<file path="src/rtl/fetch_decode_unit.sv">
// -----------------------------------------------------------------------------
// fetch_decode_unit
//
// Fetches 16-bit instructions from instruction memory over a req/rvalid
// handshake and holds each one in an instruction register (IR). The IR fields
// are presented to the opcode decoder for one execute cycle. The PC is then
// advanced by one or loaded with a jump target, as chosen by the decoder's
// pc_sel. Opcode 4'hF (HALT) parks the unit until reset.
//
// Instruction lifecycle: FETCH (request) -> WAIT (until rvalid) -> EXEC (one
// cycle) -> FETCH. The minimum instruction period is therefore three cycles.
//
// Configuration macro:
//   FDU_ILLEGAL_TRAP_EN - when defined, opcodes 4'h8..4'hE trap to HALT and set
//                         the sticky illegal_op output. When undefined, those
//                         opcodes execute as NOPs and illegal_op does not exist.
//
// Ports:
//   clk          system clock, rising edge
//   rst          synchronous active-high reset
//   run_en       1 = allow new fetches
//   imem_req     one-cycle fetch request (FETCH with run_en)
//   imem_addr    fetch address, valid while imem_req=1
//   imem_rdata   instruction data, captured when imem_rvalid=1 in WAIT
//   imem_rvalid  read data valid
//   pc_sel       from decoder; 1 = jump to imm during EXEC
//   opcode       IR[15:12]
//   rd           IR[11:8]
//   imm          IR[7:0]
//   instr_valid  high exactly in the EXEC cycle
//   pc           current PC
//   halted       1 in HALT state
//   illegal_op   sticky illegal-opcode flag (FDU_ILLEGAL_TRAP_EN only)
// -----------------------------------------------------------------------------
module fetch_decode_unit #(
    parameter int PC_W    = 8,
    parameter int INSTR_W = 16
) (
    input  logic               clk,
    input  logic               rst,
    input  logic               run_en,
    output logic               imem_req,
    output logic [PC_W-1:0]    imem_addr,
    input  logic [INSTR_W-1:0] imem_rdata,
    input  logic               imem_rvalid,
    input  logic               pc_sel,
    output logic [3:0]         opcode,
    output logic [3:0]         rd,
    output logic [7:0]         imm,
    output logic               instr_valid,
    output logic [PC_W-1:0]    pc,
`ifdef FDU_ILLEGAL_TRAP_EN
    output logic               illegal_op,
`endif
    output logic               halted
);

    typedef enum logic [1:0] {
        ST_FETCH = 2'd0,
        ST_WAIT  = 2'd1,
        ST_EXEC  = 2'd2,
        ST_HALT  = 2'd3
    } state_t;

    localparam logic [3:0] OP_HALT = 4'hF;

    state_t               state_r;
    state_t               state_nxt_s;
    logic [PC_W-1:0]      pc_r;
    logic [PC_W-1:0]      pc_nxt_s;
    logic [INSTR_W-1:0]   ir_r;
    logic [INSTR_W-1:0]   ir_nxt_s;
    logic                 illegal_r;
    logic                 illegal_nxt_s;
    logic [3:0]           op_s;
    logic                 illegal_s;

    assign op_s = ir_r[INSTR_W-1 -: 4];

`ifdef FDU_ILLEGAL_TRAP_EN
    // Opcodes 8..E are reserved and trap when the feature is enabled.
    assign illegal_s = (op_s >= 4'h8) && (op_s <= 4'hE);
`else
    assign illegal_s = 1'b0;
`endif

    // State, PC, IR and sticky trap flag registers with synchronous reset.
    always_ff @(posedge clk) begin
        if (rst) begin
            state_r   <= ST_FETCH;
            pc_r      <= {PC_W{1'b0}};
            ir_r      <= {INSTR_W{1'b0}};
            illegal_r <= 1'b0;
        end else begin
            state_r   <= state_nxt_s;
            pc_r      <= pc_nxt_s;
            ir_r      <= ir_nxt_s;
            illegal_r <= illegal_nxt_s;
        end
    end

    // Next-state logic: sequencing, IR capture and PC update.
    always_comb begin
        state_nxt_s   = state_r;
        pc_nxt_s      = pc_r;
        ir_nxt_s      = ir_r;
        illegal_nxt_s = illegal_r;
        case (state_r)
            ST_FETCH: begin
                if (run_en) begin
                    state_nxt_s = ST_WAIT;
                end else begin
                    state_nxt_s = ST_FETCH;
                end
            end
            ST_WAIT: begin
                // rvalid is only honoured here, so a response to a request
                // issued before reset can never land in the IR.
                if (imem_rvalid) begin
                    ir_nxt_s    = imem_rdata;
                    state_nxt_s = ST_EXEC;
                end else begin
                    state_nxt_s = ST_WAIT;
                end
            end
            ST_EXEC: begin
                if (op_s == OP_HALT) begin
                    state_nxt_s = ST_HALT;
                end else if (illegal_s) begin
                    illegal_nxt_s = 1'b1;
                    state_nxt_s   = ST_HALT;
                end else begin
                    if (pc_sel) begin
                        pc_nxt_s = ir_r[PC_W-1:0];
                    end else begin
                        // Natural wrap modulo 2^PC_W.
                        pc_nxt_s = pc_r + PC_W'(1);
                    end
                    state_nxt_s = ST_FETCH;
                end
            end
            ST_HALT: begin
                state_nxt_s = ST_HALT;
            end
            default: begin
                state_nxt_s = ST_FETCH;
            end
        endcase
    end

    // Outputs are decoded from registered state only; no path from rvalid.
    assign imem_req    = (state_r == ST_FETCH) && run_en;
    assign imem_addr   = pc_r;
    assign instr_valid = (state_r == ST_EXEC);
    assign halted      = (state_r == ST_HALT);
    assign pc          = pc_r;
    assign opcode      = op_s;
    assign rd          = ir_r[INSTR_W-5 -: 4];
    assign imm         = ir_r[7:0];

`ifdef FDU_ILLEGAL_TRAP_EN
    assign illegal_op = illegal_r;
`else
    // Keep the flag register observable to lint when the port is absent.
    logic unused_illegal_s;
    assign unused_illegal_s = illegal_r;
`endif

endmodule

</file>
<file path="config.mk">
export PLATFORM = sky130hd
export DESIGN_NAME = fetch_decode_unit
export DESIGN_NICKNAME = d
export VERILOG_FILES = /design/src/rtl/fetch_decode_unit.sv
export SDC_FILE = /design/constraint.sdc
export NUM_CORES = 1
export LEC_CHECK = 0
export BUFFER_PORTS_ARGS = -buffer_cell sky130_fd_sc_hd__buf_2
export CORE_MARGIN = 2
export CORE_UTILIZATION = 41
export CTS_CLUSTER_SIZE = 12
export DETAILED_ROUTE_END_ITERATION = 10
export GPL_TIMING_DRIVEN = 0
export PLACE_DENSITY = 0.74
export SLEW_MARGIN = 20
export SYNTH_ARGS = -nofsm -noshare
export SYNTH_HDL_FRONTEND = slang
export SYNTH_SLANG_ARGS = --single-unit
</file>
<file path="constraint.sdc">
create_clock -name clk -period 1.4 [get_ports clk]
set_clock_uncertainty 0.05 [all_clocks]
set_input_delay 0.14 -clock clk [delete_from_list [all_inputs] [get_ports clk]]
set_output_delay 0.14 -clock clk [all_outputs]
set_load 0.02 [all_outputs]
</file>
Word-level counts from Yosys, hierarchy flattened
Cells that the tools add are included.
Cells by class
  reduce and logical (&&, ||, !) cells: 4
  add/subtract/negate cells: 1
  bitwise gates (word level): 1
  mux-type cells: 5
  equal/unequal tests: 4
Operator list (number)
  adder 8 x 1 -> 8 bit, second input constant: 1
  two-way mux 8 bit: 1
  one-hot mux 2 bit (4 select lines): 1
  equality test 2 bit, second input constant: 2
  equality test 4 bit, second input constant: 1
  two-way mux 2 bit: 2
  AND reduction 2 bit: 2
  equality test 2 x 1 -> 1 bit, second input constant: 1
  zero test 2 bit: 1
  logical AND 1 bit: 1
  two-way mux 1 bit: 1
  NOT 1 bit: 1
Storage, ports and cells
  output and inout port bits: 35
  register bits after elaboration: 26

Longest topological paths before layout
  word-level depth: 3
  gate-level depth with buffers: 6

Worst setup path after synthesis
Ideal clock, no wire load.
  path kind: register to register
  from: reg pc_r[0] (netlist: imem_addr[0])
  to: reg pc_r[6] (netlist: imem_addr[6])
  buffers on the path: 0
  path slack: -0.057 ns
  arrival: 1.336 ns
  stages on the path, launching flop included: 6
  path through: dfxtp_1 > ha_1 > nand4_1 > o41ai_1 > nand2_1 > a21oi_1
Between the ends
  cells in the longest elaborated chain, start to end: 2
RTL lines
  start, declared: line 69  | logic [PC_W-1:0] pc_r;
  start signal, assigned: line 91  | pc_r <= {PC_W{1'b0}};
  start signal, assigned: line 96  | pc_r <= pc_nxt_s;
  adder 8 x 1 -> 8 bit: line 137  | pc_nxt_s = pc_r + PC_W'(1);
  two-way mux 8 bit: line 133  | if (pc_sel) begin
Every way passes these cells.
A chain may end at the register's enable or synchronous reset.

Final worst setup path
  from: reg ir_r[15]
  to: reg pc_r[7] (netlist: imem_addr[7])
Between the ends
  cells in the longest elaborated chain, start to end: 3
RTL lines
  start, declared: line 71  | logic [INSTR_W-1:0] ir_r;
  start signal, assigned: line 92  | ir_r <= {INSTR_W{1'b0}};
  start signal, assigned: line 97  | ir_r <= ir_nxt_s;
  equality test 4 bit: line 127  | if (op_s == OP_HALT) begin
  NOT 1 bit (no line)
  AND reduction 2 bit (no line)
Every way passes these cells.

==> results.sh <==
export IMPL_power_density_nw_per_um2=866
export IMPL_tightest_slew_ns=0.482
export IMPL_min_from="imem_rdata[3]"
export IMPL_ys_flop_type="dfxtp_1"
export IMPL_r2r_slack_ns=0.02
export IMPL_max_vdd_ir_drop_mv=0.781
export IMPL_cts_root_buffer="clkbuf_4"
export IMPL_setup_ws_ns=0.0241
export IMPL_clk_pin_slew_worst_paths_ns=0.15
export IMPL_fmax_mhz=727
export IMPL_wl_per_cell_um=12.3
export IMPL_path_max_fanout=7
export IMPL_multi_input_area_um2=613
export IMPL_timing_rr_end="imem_addr[7]$_SDFFE_PP0P_"
export IMPL_clock_path_buffers=2
export IMPL_globalRouteTotalUtil_pct=19.2
export IMPL_arrival_ns=1.55
export IMPL_syn_num_nets=176
export IMPL_synth_compound_area_share_pct=19.8
export IMPL_die_h_um=59.1
export IMPL_async_reset_ff_share_pct=0
export IMPL_ctsHtreeMaxLevel=1
export IMPL_drt_wl_total_mm=3.20
export IMPL_grt_pass1_wl_mm=5.30
export IMPL_diodes=0
export IMPL_reg2reg_depth=5
export IMPL_synth_simple_gate_area_share_pct=24.3
export IMPL_ys_seq_elements=26
export IMPL_grt_pass1_vias=1223
export IMPL_hp_class="input port to flip-flop"
export IMPL_outcome="finished, final reports clean"
export IMPL_fin_hold_ws_ns=0.00104
export IMPL_portBuffers=54
export IMPL_final_nets=252
export IMPL_placed_area_um2=1550
export IMPL_rows=19
export IMPL_synthAdderAreaFrac_pct=1.01
export IMPL_required_ns=1.58
export IMPL_power_leakage_uw=0.000825
export IMPL_cts_buffers=3
export IMPL_insertion_delay_ns=0.33
export IMPL_setup_violations=0
export IMPL_netlist_cell_type_count=35
export IMPL_maxSlewHeadroom_pct=67.9
export IMPL_worst_r2r_startpoint="ir_r[15]$_SDFFE_PP0P_"
export IMPL_synthMuxAreaShare_pct=2.42
export IMPL_dp_cells=239
export IMPL_area_growth_pct=45.5
export IMPL_drt_iter0_drc=45
export IMPL_synth_top_family_by_area="simple AND/OR/NAND/NOR gates"
export IMPL_die_x_um=59.1
export IMPL_maxCapViolations=0
export IMPL_fillers=265
export IMPL_hold_viol=0
export IMPL_fin_area_um2=1810
export IMPL_initial_utilization_pct=43.9
export IMPL_rsz0062_at_grt="true"
export IMPL_first_pass_iters=4
export IMPL_antenna_found_initial=0
export IMPL_slew_viol_final=0
export IMPL_holdPathStages=3
export IMPL_end_kind="flip-flop"
export IMPL_overflow=0
export IMPL_path_class="flip-flop to flip-flop"
export IMPL_io_pins=56
export IMPL_hold_end="ir_r[3]$_SDFFE_PP0P_"
export IMPL_routabilityCongestion=0.791
export IMPL_cts_sinks=26
export IMPL_grt_max_degree=16
export IMPL_min_period_ns=1.38
export IMPL_post_synth_top_count_cell="nand2_1"
export IMPL_power_uw=1570
export IMPL_antenna_left=0
export IMPL_yosys_area_top_type_share_pct=41.9
export IMPL_dp_hpwl_mm=2.15
export IMPL_post_route_period_util_pct=98.3
export IMPL_layoutNonFillerInstCount=260
export IMPL_syn_inst=154
export IMPL_synth_area_um2=1240
export IMPL_synth_edff_count=0
export IMPL_synthTopCellsByCount="37 x nand2_1, 26 x dfxtp_1, 24 x a21oi_1"
export IMPL_synth_area_top_cells="dfxtp_1 42%, nand2_1 11%, a21oi_1 9.7%"
export IMPL_crit_start="ir_r[15]$_SDFFE_PP0P_"
export IMPL_seq_area_um2=536
export IMPL_synth_largest_area_cell="dfxtp_1"
export IMPL_viasPerCell=5.08
export IMPL_fp_dieArea_um2=3490
export IMPL_pre_cts_ws_ns=0.0101
export IMPL_synthXorXnorAreaFrac_pct=0
export IMPL_cts_tree="done"
export IMPL_syn_area_per_cell_um2=8.07
export IMPL_drc=0
export IMPL_core_area_um2=2830
export IMPL_drive_gt1_share_pct=41.0
export IMPL_critPathLaunchType="flip-flop"
export IMPL_synth_warnings=0
export IMPL_ys_seq_area_share_pct=41.9
export IMPL_via_count=1322
## critical path: stages, from the launching register on
cell     delay [ns]
dfxtp_2        0.36
and4_1         0.19
buf_6          0.13
nor2_4         0.20
o21ai_1        0.10
a32o_1         0.25
## worst max-delay path by stage
stage	to	slack, ns	depth (start not counted)
6_report	imem_addr[7]$_SDFFE_PP0P_	0.02	5
5_1_grt	imem_addr[5]$_SDFFE_PP0P_	-0.01	5
4_1_cts	imem_addr[5]$_SDFFE_PP0P_	0.0003	5
3_5_place_dp	imem_addr[6]$_SDFFE_PP0P_	0.01	5
3_3_place_gp	imem_addr[6]$_SDFFE_PP0P_	0.002	5
2_1_floorplan	imem_addr[5]$_SDFFE_PP0P_	0.006	5
## registers in the layout (all words and copies together) (netlist names)
name,flops
imem_addr,8
ir_r,16
state_r,2
## power by group
group          switching (uW)  total, uW  internal [uW]
combinational             137        255            118
sequential               25.8        791            766
clock                     230        520            290
## final cells by class
| cell class | instances | area share (%) |
|---|---|---|
| Buffer | 17 | 6.44 |
| Clock buffer | 3 | 1.25 |
| Clock inverter | 1 | 1.66 |
| Inverter | 4 | 0.830 |
| Multi-Input combinational cell | 107 | 33.9 |
| Sequential cell | 26 | 29.6 |
| Tap cell | 31 | 2.15 |
| Timing Repair Buffer | 71 | 24.2 |
## cells by family (layout without fill, tap and decap cells)
group                      after synthesis  in the layout
AOI/OAI and AO/OA                       41             41
and+or+nand+nor                         62             62
buffers and inverters                   21             96
muxes                                    3              3
DFF                                     26             26
adders and majority gates                1              1
## per-layer routing
| metal | vias up | global-route usage, % | part of all wire, % |
|---|---|---|---|
| met3 | 2 | 2.84 | 5.7 |
| met5 | - | 0 | 0 |
| met2 | 51 | 32.2 | 46 |
| met1 | 596 | 26.0 | 47 |
| met4 | 0 | 4.87 | 0.53 |
| li1 | 673 | - | - |
## layout by cell type, fill, tap and decap left out, drive strengths merged, types with 2 or more instances in the layout
| master | count |
|---|---|
| buf | 71 |
| nand2 | 37 |
| dfxtp | 26 |
| a21oi | 24 |
| dlygate4sd3 | 14 |
| nor2 | 9 |
| o21ai | 6 |
| clkbuf | 6 |
| nand3 | 4 |
| inv | 4 |
| mux2i | 3 |
| a211oi | 3 |
| nand2b | 3 |
| and2 | 2 |
| nand4 | 2 |
| a32o | 2 |
## metrics by stage
| step | utilization [%] | setup TNS, ns |
|---|---|---|
| floorplan | - | 0 |
| global placement | 54.9 | 0 |
| detailed placement | 54.9 | 0 |
| CTS | 62.9 | 0 |
| global route | 63.9 | -0.0190 |
| finish | 63.9 | 0 |
## what timing repair did
action / in CTS / in global routing
hold buffers: 14 / 0
buffers inserted: 3 / 0
gates resized for setup: 6 / 7
endpoints found under the hold margin: 14 / 0
pin swaps: 3 / 4
endpoints found under the setup margin: 4 / 17
(Power assumes the default switching activity.)
